===== config.mk =====
export PLATFORM = sky130hd
export DESIGN_NAME = seg_scan_driver
export DESIGN_NICKNAME = d
export VERILOG_FILES = /design/src/rtl/seg_pkg.sv /design/src/rtl/seg_scan_prescaler.sv /design/src/rtl/seg_scan_driver.sv
export SDC_FILE = /design/constraint.sdc
export NUM_CORES = 1
export LEC_CHECK = 0
export BUFFER_PORTS_ARGS = -buffer_cell sky130_fd_sc_hd__buf_2
export CORE_AREA = 2 2 112 114
export DETAILED_ROUTE_END_ITERATION = 8
export DIE_AREA = 0 0 114 116
export PLACE_DENSITY = 0.55
export SETUP_SLACK_MARGIN = 0.02
export SLEW_MARGIN = 20
export SYNTH_ARGS = -nofsm -noshare
export SYNTH_HDL_FRONTEND = slang
export SYNTH_SLANG_ARGS = --single-unit

===== constraint.sdc =====
create_clock -name clk -period 2.91 [get_ports clk]
set_clock_uncertainty 0.2 [all_clocks]
set_input_delay 0.291 -clock clk [delete_from_list [all_inputs] [get_ports clk]]
set_output_delay 0.291 -clock clk [all_outputs]
set_load 0.05 [all_outputs]

===== src/rtl/seg_pkg.sv =====
// Shared segment types and constants for the 7-segment encode/drive path.
// Latency: n/a (declarations only).
// Backpressure: n/a.
package seg_pkg;

  localparam int SEG_W = 7;

  // bit6 = seg a ... bit0 = seg g, active-high
  typedef logic [SEG_W-1:0] seg_t;

  localparam seg_t SEG_BLANK = 7'b0000000;

endpackage


===== src/rtl/seg_scan_prescaler.sv =====
// Slot timer for the digit scan: cycle counter, digit index and end-of-scan wrap strobe.
// Latency: wrap is combinational from the registered counter and index.
// Backpressure: none, free-running.
module seg_scan_prescaler #(
  parameter int REFRESH_DIV = 50000,
  parameter int NUM_DIGITS  = 4,
  parameter int CNT_W       = (REFRESH_DIV > 1) ? $clog2(REFRESH_DIV) : 1,
  parameter int IDX_W       = (NUM_DIGITS > 1) ? $clog2(NUM_DIGITS) : 1
) (
  input  logic             clk,
  input  logic             rst,
  output logic [CNT_W-1:0] cnt,
  output logic [IDX_W-1:0] idx,
  output logic             wrap
);

  localparam logic [CNT_W-1:0] CNT_MAX = CNT_W'(REFRESH_DIV - 1);
  localparam logic [IDX_W-1:0] IDX_MAX = IDX_W'(NUM_DIGITS - 1);

  logic tick;

  assign tick = (cnt == CNT_MAX);
  assign wrap = tick && (idx == IDX_MAX);

  // Count cycles within a slot; step to the next digit at the end of each slot.
  always_ff @(posedge clk) begin
    if (rst) begin
      cnt <= '0;
      idx <= '0;
    end else if (tick) begin
      cnt <= '0;
      idx <= (idx == IDX_MAX) ? '0 : idx + IDX_W'(1);
    end else begin
      cnt <= cnt + CNT_W'(1);
    end
  end

endmodule


===== src/rtl/seg_scan_driver.sv =====
// Multiplexed common-anode 7-seg driver with double-buffered frames swapped at scan wrap (SEG_DIM_EN adds PWM dimming).
// Latency: seg_out/an_n are registered, one cycle behind the scan counter; a frame shows from the first wrap after accept.
// Backpressure: frame_ready drops the cycle after an accept and returns the cycle after the pending frame is swapped in.
module seg_scan_driver
  import seg_pkg::*;
#(
  parameter int NUM_DIGITS  = 4,
  parameter int REFRESH_DIV = 50000,
  parameter int BLANK_CYC   = 2
) (
  input  logic                        clk,
  input  logic                        rst,
  input  logic                        frame_valid,
  output logic                        frame_ready,
  input  logic [SEG_W*NUM_DIGITS-1:0] frame_data,
  output seg_t                        seg_out,
  output logic [NUM_DIGITS-1:0]       an_n
`ifdef SEG_DIM_EN
  ,
  input  logic [3:0]                  duty
`endif
);

  localparam int CNT_W = (REFRESH_DIV > 1) ? $clog2(REFRESH_DIV) : 1;
  localparam int IDX_W = (NUM_DIGITS > 1) ? $clog2(NUM_DIGITS) : 1;
  localparam logic [CNT_W-1:0] BLANK_V = CNT_W'(BLANK_CYC);

  logic [CNT_W-1:0] cnt;
  logic [IDX_W-1:0] idx;
  logic             wrap;

  seg_t pending [NUM_DIGITS];
  seg_t active  [NUM_DIGITS];
  logic pending_full;
  logic pending_full_nxt;
  logic accept;
  logic swap;

  logic                  blank;
  logic                  lit;
  seg_t                  seg_nxt;
  logic [NUM_DIGITS-1:0] an_nxt;

  seg_scan_prescaler #(
    .REFRESH_DIV (REFRESH_DIV),
    .NUM_DIGITS  (NUM_DIGITS),
    .CNT_W       (CNT_W),
    .IDX_W       (IDX_W)
  ) u_prescaler (
    .clk  (clk),
    .rst  (rst),
    .cnt  (cnt),
    .idx  (idx),
    .wrap (wrap)
  );

  // frame_ready mirrors pending-empty, so an accept can never coincide with a swap.
  assign accept = frame_valid && frame_ready;
  assign swap   = wrap && pending_full;

  // Pending occupancy after this edge: filled by accept, drained by swap.
  always_comb begin
    pending_full_nxt = pending_full;
    if (swap) begin
      pending_full_nxt = 1'b0;
    end
    if (accept) begin
      pending_full_nxt = 1'b1;
    end
  end

  // Frame buffers and handshake; active only changes at scan wrap so frames never tear.
  always_ff @(posedge clk) begin
    if (rst) begin
      pending_full <= 1'b0;
      frame_ready  <= 1'b0;
      for (int i = 0; i < NUM_DIGITS; i++) begin
        pending[i] <= SEG_BLANK;
        active[i]  <= SEG_BLANK;
      end
    end else begin
      pending_full <= pending_full_nxt;
      frame_ready  <= !pending_full_nxt;
      for (int i = 0; i < NUM_DIGITS; i++) begin
        if (swap) begin
          active[i] <= pending[i];
        end
        if (accept) begin
          pending[i] <= frame_data[SEG_W*i +: SEG_W];
        end
      end
    end
  end

`ifdef SEG_DIM_EN
  logic [3:0] pwm_cnt;

  // Free-running PWM phase; the anode is gated off once the phase reaches duty.
  always_ff @(posedge clk) begin
    if (rst) begin
      pwm_cnt <= '0;
    end else begin
      pwm_cnt <= pwm_cnt + 4'd1;
    end
  end

  assign lit = !blank && (pwm_cnt < duty);
`else
  assign lit = !blank;
`endif

  assign blank = (cnt < BLANK_V);

  // Next output pattern: blank window at slot start, else the selected digit of the active frame.
  always_comb begin
    seg_nxt = SEG_BLANK;
    an_nxt  = '1;
    if (!blank) begin
      seg_nxt = active[idx];
    end
    if (lit) begin
      an_nxt[idx] = 1'b0;
    end
  end

  // Register the pins so they change cleanly on the clock edge.
  always_ff @(posedge clk) begin
    if (rst) begin
      seg_out <= SEG_BLANK;
      an_n    <= '1;
    end else begin
      seg_out <= seg_nxt;
      an_n    <= an_nxt;
    end
  end

endmodule

# --- Word level (Yosys, flattened, before mapping) ---
# Memory sizes are Yosys's and may differ from the RTL's. A register that Yosys moved wholly into a read port is not among the register bits.
# Index checks and enable logic that the tools add are counted.
word_totals:
  latchBits: 0
  rom_bits: 0
  regBits: 24
  ram_bits: 56
  out_inout_bits: 12
  mem_count: 2
  wordCells: 51
  inputBits: 31
op_classes:
  shift: 0
  n_addsub: 2
  mux: 21
  n_eq_ne: 2
  n_div: 0
  bitwise: 9
  reduce_logical: 7
  n_mul: 0
  n_lt_le_gt_ge: 3
mem_list:
  columns: ["name", "words", "word_bits", "rd", "rd_clocked_by_memory_dff", "wr", "line", "rtl"]
  rows:
  - ["active", 4, 7, 1, 1, 4, "seg_scan_driver.sv:33", "seg_t active [NUM_DIGITS];"]
  - ["pending", 4, 7, 4, 0, 4, "seg_scan_driver.sv:32", "seg_t pending [NUM_DIGITS];"]
ops:
  columns: ["cell", "count"]
  rows:
  - ["7-bit two-way mux", 8]
  - ["16-bit by 1-bit adder with 16-bit output (second input constant)", 1]
  - ["16-bit == test (second input constant)", 1]
  - ["16-bit by 2-bit < comparator with 1-bit output (second input constant)", 1]
  - ["1-bit two-way mux", 11]
  - ["1-bit bitwise OR", 8]
  - ["1-bit logical AND", 4]
  - ["4-bit inverter", 1]
  - ["2-bit OR reduction", 2]
  - ["2-bit by 3-bit < comparator with 1-bit output (second input constant)", 1]
  - ["2-bit by 1-bit adder with 2-bit output (second input constant)", 1]
  - ["1-bit demux with 2-bit select", 1]
  - ["2-bit == test (second input constant)", 1]
  - ["2-bit by 1-bit greater-or-equal comparator with 1-bit output (second input constant)", 1]
  - ["2-bit two-way mux", 1]
  - ["1-bit logical NOT", 1]

# --- Depth between registers and ports, before layout ---
# Gate-level depths: netlist (run 1).
depth:
  word_depth: 7
  ltp_mapped: 7
  ltp_nobuf: 5

# --- Cells and area by module ---
# A second synthesis (run 1) with hierarchy kept.
hier_totals:
  cells_unflattened: 259
  hier_area_um2: 3463.3
by_module_without_submodules:
  columns: ["mod", "seq_area_each_um2", "area_per_inst_um2", "cells_each", "n_inst"]
  rows:
  - ["seg_scan_driver", 1941.9, 2637.5, 165, 1]
  - ["seg_scan_prescaler", 360.3, 825.8, 94, 1]

# --- Worst setup path before layout (run 1) ---
# Ideal clock, no wire load.
synth_path:
  path_type: "flip-flop to flip-flop"
  from: "register u_prescaler.cnt[12]"
  to: "memory active[0][0] (netlist name) (enable)"
  synth_period_minus_slack_ns: 2.425
  setup_time_ns: 0.374
  path_buffers: 0
  arrival_ns: 1.851
  stages_incl_launch_ff: 4
  required_ns: 2.336
  slack_ns: 0.485
  path_cell_list: "dfxtp_1 or4_4 nor4_4 a31o_2"
synth_lines:
  columns: ["element", "line", "rtl"]
  rows:
  - ["start: declaration", "seg_scan_prescaler.sv:12", "output logic [CNT_W-1:0] cnt,"]
  - ["start signal: assignment", "seg_scan_prescaler.sv:34", "cnt <= cnt + CNT_W'(1);"]
  - ["end: declaration", "seg_scan_driver.sv:33", null]

==> results.json, run 1 <==
{
  "gp_congestion": 0.7314,
  "place_ws_ns": 0.4469,
  "io_buffers": 42,
  "critPathCaptureType": "flip-flop",
  "synth_fa_ha_area_frac": 0.01774,
  "cts_setup_buffers": 0,
  "slowest_delay_ns": 0.56,
  "regArea_um2": 2302,
  "synthMuxAreaShare": 0.04755,
  "multi_input_area_um2": 1126,
  "vias": 1986,
  "maxSlewViolCount": 0,
  "io_pins": 43,
  "grt_max_degree": 29,
  "grt_pass1_vias": 1942,
  "dieArea_um2": 13220,
  "drt_pass1_iterations": 4,
  "drt_iter0_drc": 58,
  "syn_inst": 261,
  "synthDistinctLibCells": 32,
  "cts_hold_buf": 0,
  "worst_slew_pin_slew_ns": 0.4303,
  "synth_xor_area_frac": 0.03478,
  "postRouteWirelength_um": 5495,
  "clk_latency_ns": 0.33,
  "syn_to_final_growth_pct": 18.03,
  "yosysSeqAreaShare": 0.6529,
  "powerDensity_nw_per_um2": 610.0,
  "irDropWorstVdd_mv": 0.2903,
  "reg2reg_slack_ns": 0.45,
  "syn_avg_cell_area_um2": 13.51,
  "path_cells": "or4_4 -> nor4_4 -> a31o_2 -> buf_4",
  "total_power_mw": 2.538,
  "drive_gt1_frac": 0.3109,
  "final_common_cell": "edfxtp_1",
  "synth_top_family_by_area": "simple AND/OR/NAND/NOR gates",
  "synthSimpleGateAreaFrac": 0.2076,
  "h-tree-depth": 3,
  "die_h_um": 116,
  "fmax_ghz": 0.4066,
  "crit_type": "reg2reg",
  "rows": 40,
  "antenna_left": 0,
  "rsz0062_at_grt": "no",
  "hold_path_class": "in2reg",
  "ctsResizeCount": 0,
  "ys_seq_elements": 87,
  "root_buffer": "clkbuf_16",
  "slowest_stage": "or4_4",
  "period_minus_slack_ns": 2.460,
  "rr_startpoint": "u_prescaler.cnt[12]",
  "finalSetupViolations": 0,
  "syn-cell-area_um2": 3526,
  "maxSlewHeadroom": 0.7110,
  "cts.path.max_buffers": 2,
  "status": "completed",
  "crit_path_max_fanout": 28,
  "fp.dieW_um": 114,
  "route.detailed.drc": 0,
  "cts.sinks": 87,
  "hold_viol_final": 0,
  "most-common-layout-cells": "56 x edfxtp_1, 42 x buf_2, 40 x and2_1",
  "cap_violations": 0,
  "grt_usage": 0.09109,
  "critPathRequiredTime_ns": 2.71,
  "globalRouteOverflowTotal": 0,
  "synth_warnings": 0,
  "synth_compound_area_frac": 0.01171,
  "crit_end": "active[2][6]",
  "n_fill_cell": 1180,
  "vias_per_cell": 4.327,
  "r2r_end": "active[2][6]",
  "wl_per_cell_um": 11.97,
  "antenna_found_initial": 0,
  "leakagePower_nw": 1.568,
  "finalSetupTns_ns": 0,
  "insertedDiodeCount": 0,
  "r2r_cells": 4,
  "clk_pin_slew_ns": 0.07,
  "grt_pass1_wl_um": 9177,
  "cp-start-kind": "flip-flop",
  "cts_tree": "done",
  "hold_depth": 2,
  "crit_start": "u_prescaler.cnt[12]",
  "setup_ws_ns": 0.4504,
  "fin_nets": 343,
  "fin_crit_sh": 0.8452,
  "dp_hpwl_um": 3649,
  "synth.net_count": 297,
  "cp.arrival_ns": 2.26,
  "start_util": 0.2960,
  "core_region_area_um2": 11910,
  "cts_made_buffers": 9
}
-- cell type report --
cell class / instances / area share
sequential: 87 / 0.5532
multi-input combinational: 157 / 0.2706
timing repair buffer: 49 / 0.06314
clock buffer: 11 / 0.05592
tap: 147 / 0.04420
clock inverter: 5 / 0.01022
inverter: 3 / 0.002706
-- how the worst min path moves through the flow --
stage                                   from            endpoint  slack [ns]
final                         frame_data[16]       pending[2][2]        0.03
after global routing          frame_data[18]       pending[2][4]        0.03
after CTS                      frame_data[5]       pending[0][5]        0.02
after detailed placement  u_prescaler.cnt[0]  u_prescaler.cnt[0]        0.24
after global placement    u_prescaler.cnt[0]  u_prescaler.cnt[0]        0.23
after floorplan           u_prescaler.cnt[0]  u_prescaler.cnt[0]        0.22
-- critical path, delay by kind of cell (launching register included) --
kind,cells,cell delay (ns)
AND/OR/NAND/NOR,2,1.03
flip-flops,1,0.34
buffers and inverters,1,0.32
AO/OA/AOI/OAI,1,0.22
-- per-layer routing --
layer  global-route usage  up-vias  routed length (um)
met4              0.04146        0                 105
li1                     -      996                   -
met1               0.1052      947                2480
met2               0.1552       35                2675
met3              0.02929        8                 235
met5                    0        -                   0
-- cells in the mapped netlist --
| master | instances | area share |
|---|---|---|
| a31o_2 | 1 | 0.0025 |
| nand2_1 | 12 | 0.013 |
| nor4_4 | 1 | 0.0060 |
| nor4_1 | 6 | 0.011 |
| or4_4 | 1 | 0.0032 |
| nand4_1 | 5 | 0.0089 |
| buf_6 | 1 | 0.0032 |
| and2_2 | 23 | 0.049 |
| nor3_1 | 4 | 0.0057 |
| edfxtp_1 | 56 | 0.48 |
| mux4_2 | 7 | 0.045 |
| buf_8 | 2 | 0.0085 |
| nand2b_1 | 1 | 0.0018 |
| a31oi_1 | 1 | 0.0018 |
| ha_1 | 5 | 0.018 |
| a311oi_1 | 1 | 0.0025 |
| xor2_1 | 3 | 0.0075 |
| o31ai_1 | 1 | 0.0021 |
| dfxtp_1 | 31 | 0.18 |
| nand3_1 | 5 | 0.0071 |
| a21oi_1 | 2 | 0.0028 |
| xnor2_1 | 11 | 0.027 |
| and4b_1 | 1 | 0.0028 |
| and3_1 | 1 | 0.0018 |
| buf_4 | 1 | 0.0021 |
| mux2i_1 | 1 | 0.0028 |
| or3_1 | 1 | 0.0018 |
| and2_1 | 40 | 0.071 |
| nor2_1 | 22 | 0.023 |
| inv_1 | 3 | 0.0032 |
| or2_2 | 1 | 0.0018 |
| clkbuf_1 | 10 | 0.011 |
-- stage by stage --
stage	util	cells	hold WS (ns)	cell area (um^2)
6_report	0.3494	459	0.03010	4161
5_1_grt	0.3494	459	0.02553	4161
3_3_place_gp	0.3263	443	0.2325	3886
4_1_cts	0.3494	459	0.01977	4161
2_1_floorplan	-	261	0.2175	3526
3_5_place_dp	0.3263	443	0.2385	3886
-- power breakdown --
part | leakage [nW] | internal (mW) | switching [mW]
sequential | 0.836 | 1.36 | 0.0142
combinational | 0.602 | 0.0415 | 0.0706
clock | 0.130 | 0.586 | 0.462
-- sequential cells by signal, summed over array words and instances (netlist names) --
signal and flops:
active 28, an_n 4, frame_ready 1, pending 28, pending_full 1, seg_out 7
u_prescaler.cnt 16, u_prescaler.idx 2
-- logic make-up after synthesis --
family	after synthesis
buffers and inverters	17
AO/OA/AOI/OAI	6
multiplexers	8
AND/OR/NAND/NOR	124
XOR/XNOR	14
flip-flops	87
adder cells (fa/ha/maj)	5
No activity file was read; power rests on OpenSTA's default activity.
==> run 2, diff against run 1 <==
Settings changed: ABC_AREA set to 1, CORE_AREA 2 2 112 114 to 2 2 116 118, DIE_AREA 0 0 114 116 to 0 0 118 120, PLACE_DENSITY 0.55 to 0.56.
Clock period 2.91 ns to 2.25 ns, I/O delays scaled along.
==> results.json, run 2 <==
{
  "core_region_area_um2": 12980,
  "ys_seq_elements": 87,
  "use_met3": 0.04278,
  "r2r_end": "active[1][6]",
  "period_minus_slack_ns": 2.006,
  "ctsResizeCount": 0,
  "maxSlewViolCount": 0,
  "cts_setup_buffers": 0,
  "globalRouteOverflowTotal": 0,
  "rsz0062_at_grt": "no",
  "fin_crit_sh": 0.8915,
  "dieArea_um2": 14160,
  "insertedDiodeCount": 0,
  "fmax_ghz": 0.4985,
  "root_buffer": "clkbuf_16",
  "gp_congestion": 0.8518,
  "grt_max_degree": 30,
  "hold_path_class": "in2reg",
  "reg2reg_slack_ns": 0.24,
  "total_power_mw": 3.420,
  "status": "completed",
  "ys_async_sr_fraction": 0,
  "yosys.area.top_type_share": 0.4446,
  "clk_latency_ns": 0.34,
  "syn_to_final_growth_pct": 26.20,
  "final_common_cell": "nor2_1",
  "cp-start-kind": "flip-flop",
  "cts.path.max_buffers": 2,
  "ys_top_cells_by_count": "94 x nor2_1, 82 x inv_1, 56 x edfxtp_1, 46 x nand2_1, 31 x dfxtp_1",
  "drt_iter0_drc": 135,
  "syn_inst": 410,
  "syn_avg_cell_area_um2": 9.225,
  "seqPwrFrac": 0.527,
  "synth.net_count": 446,
  "yosys-top-cells-area": "edfxtp_1 44%, dfxtp_1 16%, nor2_1 9.3%, inv_1 8.1%, nand2_1 4.6%",
  "place_area_um2": 4235,
  "cap_violations": 0,
  "met2_usage": 0.1766,
  "synth_warnings": 0,
  "met1_usage": 0.1404,
  "yosysMostFrequentCell": "nor2_1",
  "rows": 42,
  "cp.arrival_ns": 1.85,
  "synthFlopType": "edfxtp_1",
  "clk_pin_slew_ns": 0.07,
  "io_buffers": 42,
  "finalSetupTns_ns": 0,
  "dp_hpwl_um": 5036,
  "wl_per_cell_um": 10.71,
  "irDropWorstVdd_mv": 0.4309,
  "vias": 2717,
  "internal_power_mw": 2.620,
  "finalSetupViolations": 0,
  "grt_pass1_vias": 2686,
  "leakagePower_nw": 1.989,
  "synthDistinctLibCells": 20,
  "h-tree-depth": 3,
  "cts.sinks": 87,
  "io_pins": 43,
  "start_util": 0.2914,
  "grt_pass1_wl_um": 12420,
  "vias_per_cell": 4.061,
  "r2r_cells": 8,
  "cts_hold_buf": 26,
  "pwr-share-comb": 0.065,
  "fin_nets": 524,
  "worst_slew_pin_slew_ns": 0.4793,
  "syn-cell-area_um2": 3782,
  "maxSlewHeadroom": 0.6801,
  "switchingPower_uw": 799.7,
  "critPathCaptureType": "flip-flop",
  "synth_edf_count": 56,
  "drive_gt1_frac": 0.1846,
  "stdcell_area_um2": 4773,
  "route.detailed.drc": 0,
  "yosysSeqAreaShare": 0.6087,
  "switching_share": 0.2338,
  "most-common-layout-cells": "94 x nor2_1, 82 x inv_1, 56 x edfxtp_1",
  "crit_end": "active[1][6]",
  "clkPwrFrac": 0.408,
  "cts_made_buffers": 9,
  "critPathRequiredTime_ns": 2.10,
  "postRouteWirelength_um": 7165,
  "die_h_um": 120,
  "grt_usage": 0.1124,
  "antenna_left": 0,
  "crit_start": "u_prescaler.cnt[0]",
  "fp.dieW_um": 118,
  "antenna_found_initial": 0,
  "crit_path_max_fanout": 28,
  "rr_startpoint": "u_prescaler.cnt[0]",
  "top_regs": "active x28, pending x28, u_prescaler.cnt x16",
  "hold_viol_final": 0,
  "cts_tree": "done",
  "post-route-util": 0.3677,
  "crit_type": "reg2reg",
  "grt.busiest_layer": "met2",
  "synth_top_cell_by_area": "edfxtp_1",
  "drt_pass1_iterations": 4,
  "powerDensity_nw_per_um2": 716.4
}
==> run 2: changes by cell type after synthesis, moves of 7 or more <==
cell,previous run,this run
inv_1,3,82
nor2_1,22,94
and2_1,40,0
nand2_1,12,46
and2_2,23,0
nor2_2,0,18
o21ai_0,0,18
xnor2_1,11,0
nand3_1,5,15
a21oi_1,2,10
mux4_2,7,0
o22ai_1,0,7
==> run 2: routing by layer <==
layer | part of all wire | vias up
li1 | - | 1439
met1 | 0.48 | 1221
met2 | 0.46 | 51
met3 | 0.039 | 6
met4 | 0.015 | 0
met5 | 0 | -
==> run 2: power groups by stage <==
stage               Combinational (mW)  Sequential (mW)  Clock, mW
global placement                 0.191             1.84          0
global route                     0.251             1.81       1.50
CTS                              0.228             1.80       1.43
detailed placement               0.193             1.84          0
floorplan                       0.0884             1.87          0
finish                           0.223             1.80       1.40
==> run 2: how the worst min path moves through the flow <==
stage                     cells past startpoint                from            endpoint  slack [ns]
after floorplan                               2       frame_data[0]       pending[0][0]        0.23
after global placement                        1  u_prescaler.cnt[0]  u_prescaler.cnt[0]        0.26
after detailed placement                      1  u_prescaler.cnt[0]  u_prescaler.cnt[0]        0.27
after CTS                                     3       frame_data[1]       pending[0][1]       0.002
after global routing                          3       frame_data[1]       pending[0][1]        0.01
final                                         3       frame_data[1]       pending[0][1]       0.002
==> run 2: cell type report <==
cell class	instances	area, um^2
clock inverter	7	52.55
clock buffer	9	225.2
tap	176	220.2
fill	1374	8207
timing repair buffer	76	543.0
multi-input combinational	232	1122
sequential	87	2302
inverter	82	307.8
==> run 2: logic make-up (layout without fill, tap and decap cells) <==
family / after synthesis / in the layout / synth area share
and+or+nand+nor: 188 / 188 / 0.2216
buffers and inverters: 91 / 174 / 0.09527
DFF: 87 / 87 / 0.6087
AOI/OAI and AO/OA: 35 / 35 / 0.04863
adders and majority gates: 5 / 5 / 0.01654
xor gates and xnor gates: 4 / 4 / 0.009261
==> run 2: per-stage QoR <==
stage	cells	worst slack, ns	hold slack, ns
finish	669	0.2441	0.002367
global route	669	0.05931	0.01202
CTS	669	0.2261	0.001920
detailed placement	627	0.2384	0.2676
global placement	627	0.3061	0.2581
floorplan	410	0.2159	0.2330
==> run 2: worst max-delay path, cell delays in order, from the launching register on <==
cell	delay (ns)
dfxtp_1	0.39
ha_1	0.19
nand2_1	0.11
nor2_4	0.16
nand2_2	0.08
nor2_4	0.17
nand3_1	0.10
nand2_2	0.09
buf_12	0.19
==> run 3, diff against run 2 <==
Settings changed: ABC_AREA 1 to unset, CORE_AREA 2 2 116 118 to 2 2 112 114, DIE_AREA 0 0 118 120 to 0 0 114 116, PLACE_DENSITY 0.56 to 0.57, TNS_END_PERCENT set to 20.
==> results.json, run 3 (synthesized netlist as in run 1, its figures left out) <==
{
  "cp-start-kind": "flip-flop",
  "dp_hpwl_um": 4022,
  "leakagePower_nw": 1.776,
  "fin_crit_sh": 0.9235,
  "rsz0062_at_grt": "no",
  "top_regs": "active x28, pending x28, u_prescaler.cnt x16",
  "hold_viol_final": 0,
  "vias_per_cell": 4.298,
  "rows": 40,
  "period_minus_slack_ns": 2.078,
  "finalSetupTns_ns": 0,
  "antenna_left": 0,
  "gp_congestion": 0.7388,
  "stdcell_area_um2": 4611,
  "powerDensity_nw_per_um2": 778.6,
  "status": "completed",
  "drt_pass1_iterations": 4,
  "globalRouteOverflowTotal": 0,
  "cts_setup_buffers": 0,
  "postRouteWirelength_um": 6019,
  "die_h_um": 116,
  "met2_usage": 0.1607,
  "core_region_area_um2": 11910,
  "worst_slew_pin_slew_ns": 0.5207,
  "io_pins": 43,
  "grt.busiest_layer": "met2",
  "h-tree-depth": 3,
  "reg2reg_slack_ns": 0.17,
  "maxSlewHeadroom": 0.6512,
  "crit_path_max_fanout": 28,
  "cts_made_buffers": 9,
  "critPathCaptureType": "flip-flop",
  "crit_start": "u_prescaler.cnt[12]",
  "crit_type": "reg2reg",
  "fmax_ghz": 0.4812,
  "r2r_end": "active[0][6]",
  "syn_to_final_growth_pct": 30.77,
  "cts_tree": "done",
  "root_buffer": "clkbuf_16",
  "drive_gt1_frac": 0.3114,
  "setup_ws_ns": 0.1721,
  "cts.path.max_buffers": 2,
  "antenna_found_initial": 0,
  "clk_pin_slew_ns": 0.06,
  "route.detailed.drc": 0,
  "crit_end": "active[0][6]",
  "irDropWorstVdd_mv": 0.3050,
  "finalSetupViolations": 0,
  "io_buffers": 42,
  "rr_startpoint": "u_prescaler.cnt[12]",
  "vias": 2136,
  "fin_nets": 381,
  "hold_path_class": "in2reg",
  "dieArea_um2": 13220,
  "cts.sinks": 87,
  "clk_latency_ns": 0.34,
  "place_area_um2": 3993,
  "final_common_cell": "edfxtp_1",
  "drt_iter0_drc": 87,
  "met1_usage": 0.1214,
  "place_ws_ns": 0.1697,
  "grt_pass1_vias": 2073,
  "start_util": 0.2960,
  "use_met3": 0.02354,
  "fp.dieW_um": 114,
  "grt_usage": 0.1009,
  "most-common-layout-cells": "56 x edfxtp_1, 42 x buf_2, 40 x and2_1",
  "cap_violations": 0,
  "hold_ws_ns": 0.07472,
  "maxSlewViolCount": 0,
  "r2r_cells": 5,
  "grt_pass1_wl_um": 9984,
  "grt_max_degree": 29,
  "critPathRequiredTime_ns": 2.26,
  "worstHoldStart": "frame_valid",
  "insertedDiodeCount": 0,
  "cp.arrival_ns": 2.09,
  "wl_per_cell_um": 12.11
}
-- run 3: cell type report --
class / count / area (um^2)
sequential: 87 / 2302
clock buffer: 9 / 225.2
timing repair buffer: 87 / 645.6
inverter: 3 / 11.26
clock inverter: 7 / 102.6
fill: 1147 / 7301
multi-input combinational: 157 / 1140
tap: 147 / 183.9
-- run 3: per-stage QoR --
stage | std cells | util | power [mW]
after global routing | 497 | 0.3871 | 3.725
after CTS | 497 | 0.3871 | 3.643
final | 497 | 0.3871 | 3.590
after global placement | 452 | 0.3352 | 1.977
after detailed placement | 452 | 0.3352 | 1.981
after floorplan | 261 | - | 1.907
-- run 3: worst min-delay path by stage --
stage,depth (start not counted),end
after detailed placement,1,u_prescaler.cnt[0]
after CTS,3,pending_full
after global routing,3,pending_full
final,3,pending_full
after global placement,1,u_prescaler.cnt[0]
after floorplan,1,u_prescaler.cnt[0]
-- run 3: worst max-delay path, cell delays in order (launching register included) --
cell and delay (ns):
dfxtp_1 0.34, or4_4 0.57, nor4_4 0.24, and4b_1 0.29
buf_12 0.16, and2_2 0.15
-- run 3: per-layer routing --
layer	share of wire	routed length, um	up-vias
li1	-	-	1077
met2	0.48	2910	37
met5	0	0	-
met4	0.035	212	0
met1	0.45	2714	1008
met3	0.030	181	14
-- run 3: what timing repair did --
action	4_1_cts	5_1_grt
endpoints found under the hold margin	30	0
gates resized for setup	0	0
hold buffers	29	0
-- run 3: report_power, final --
group / total (mW) / switching [mW] / internal (mW) / leakage (nW)
sequential: 1.78 / 0.0190 / 1.76 / 0.836
combinational: 0.199 / 0.104 / 0.0957 / 0.778
clock: 1.61 / 0.621 / 0.987 / 0.162
total: 3.59 / 0.744 / 2.85 / 1.78
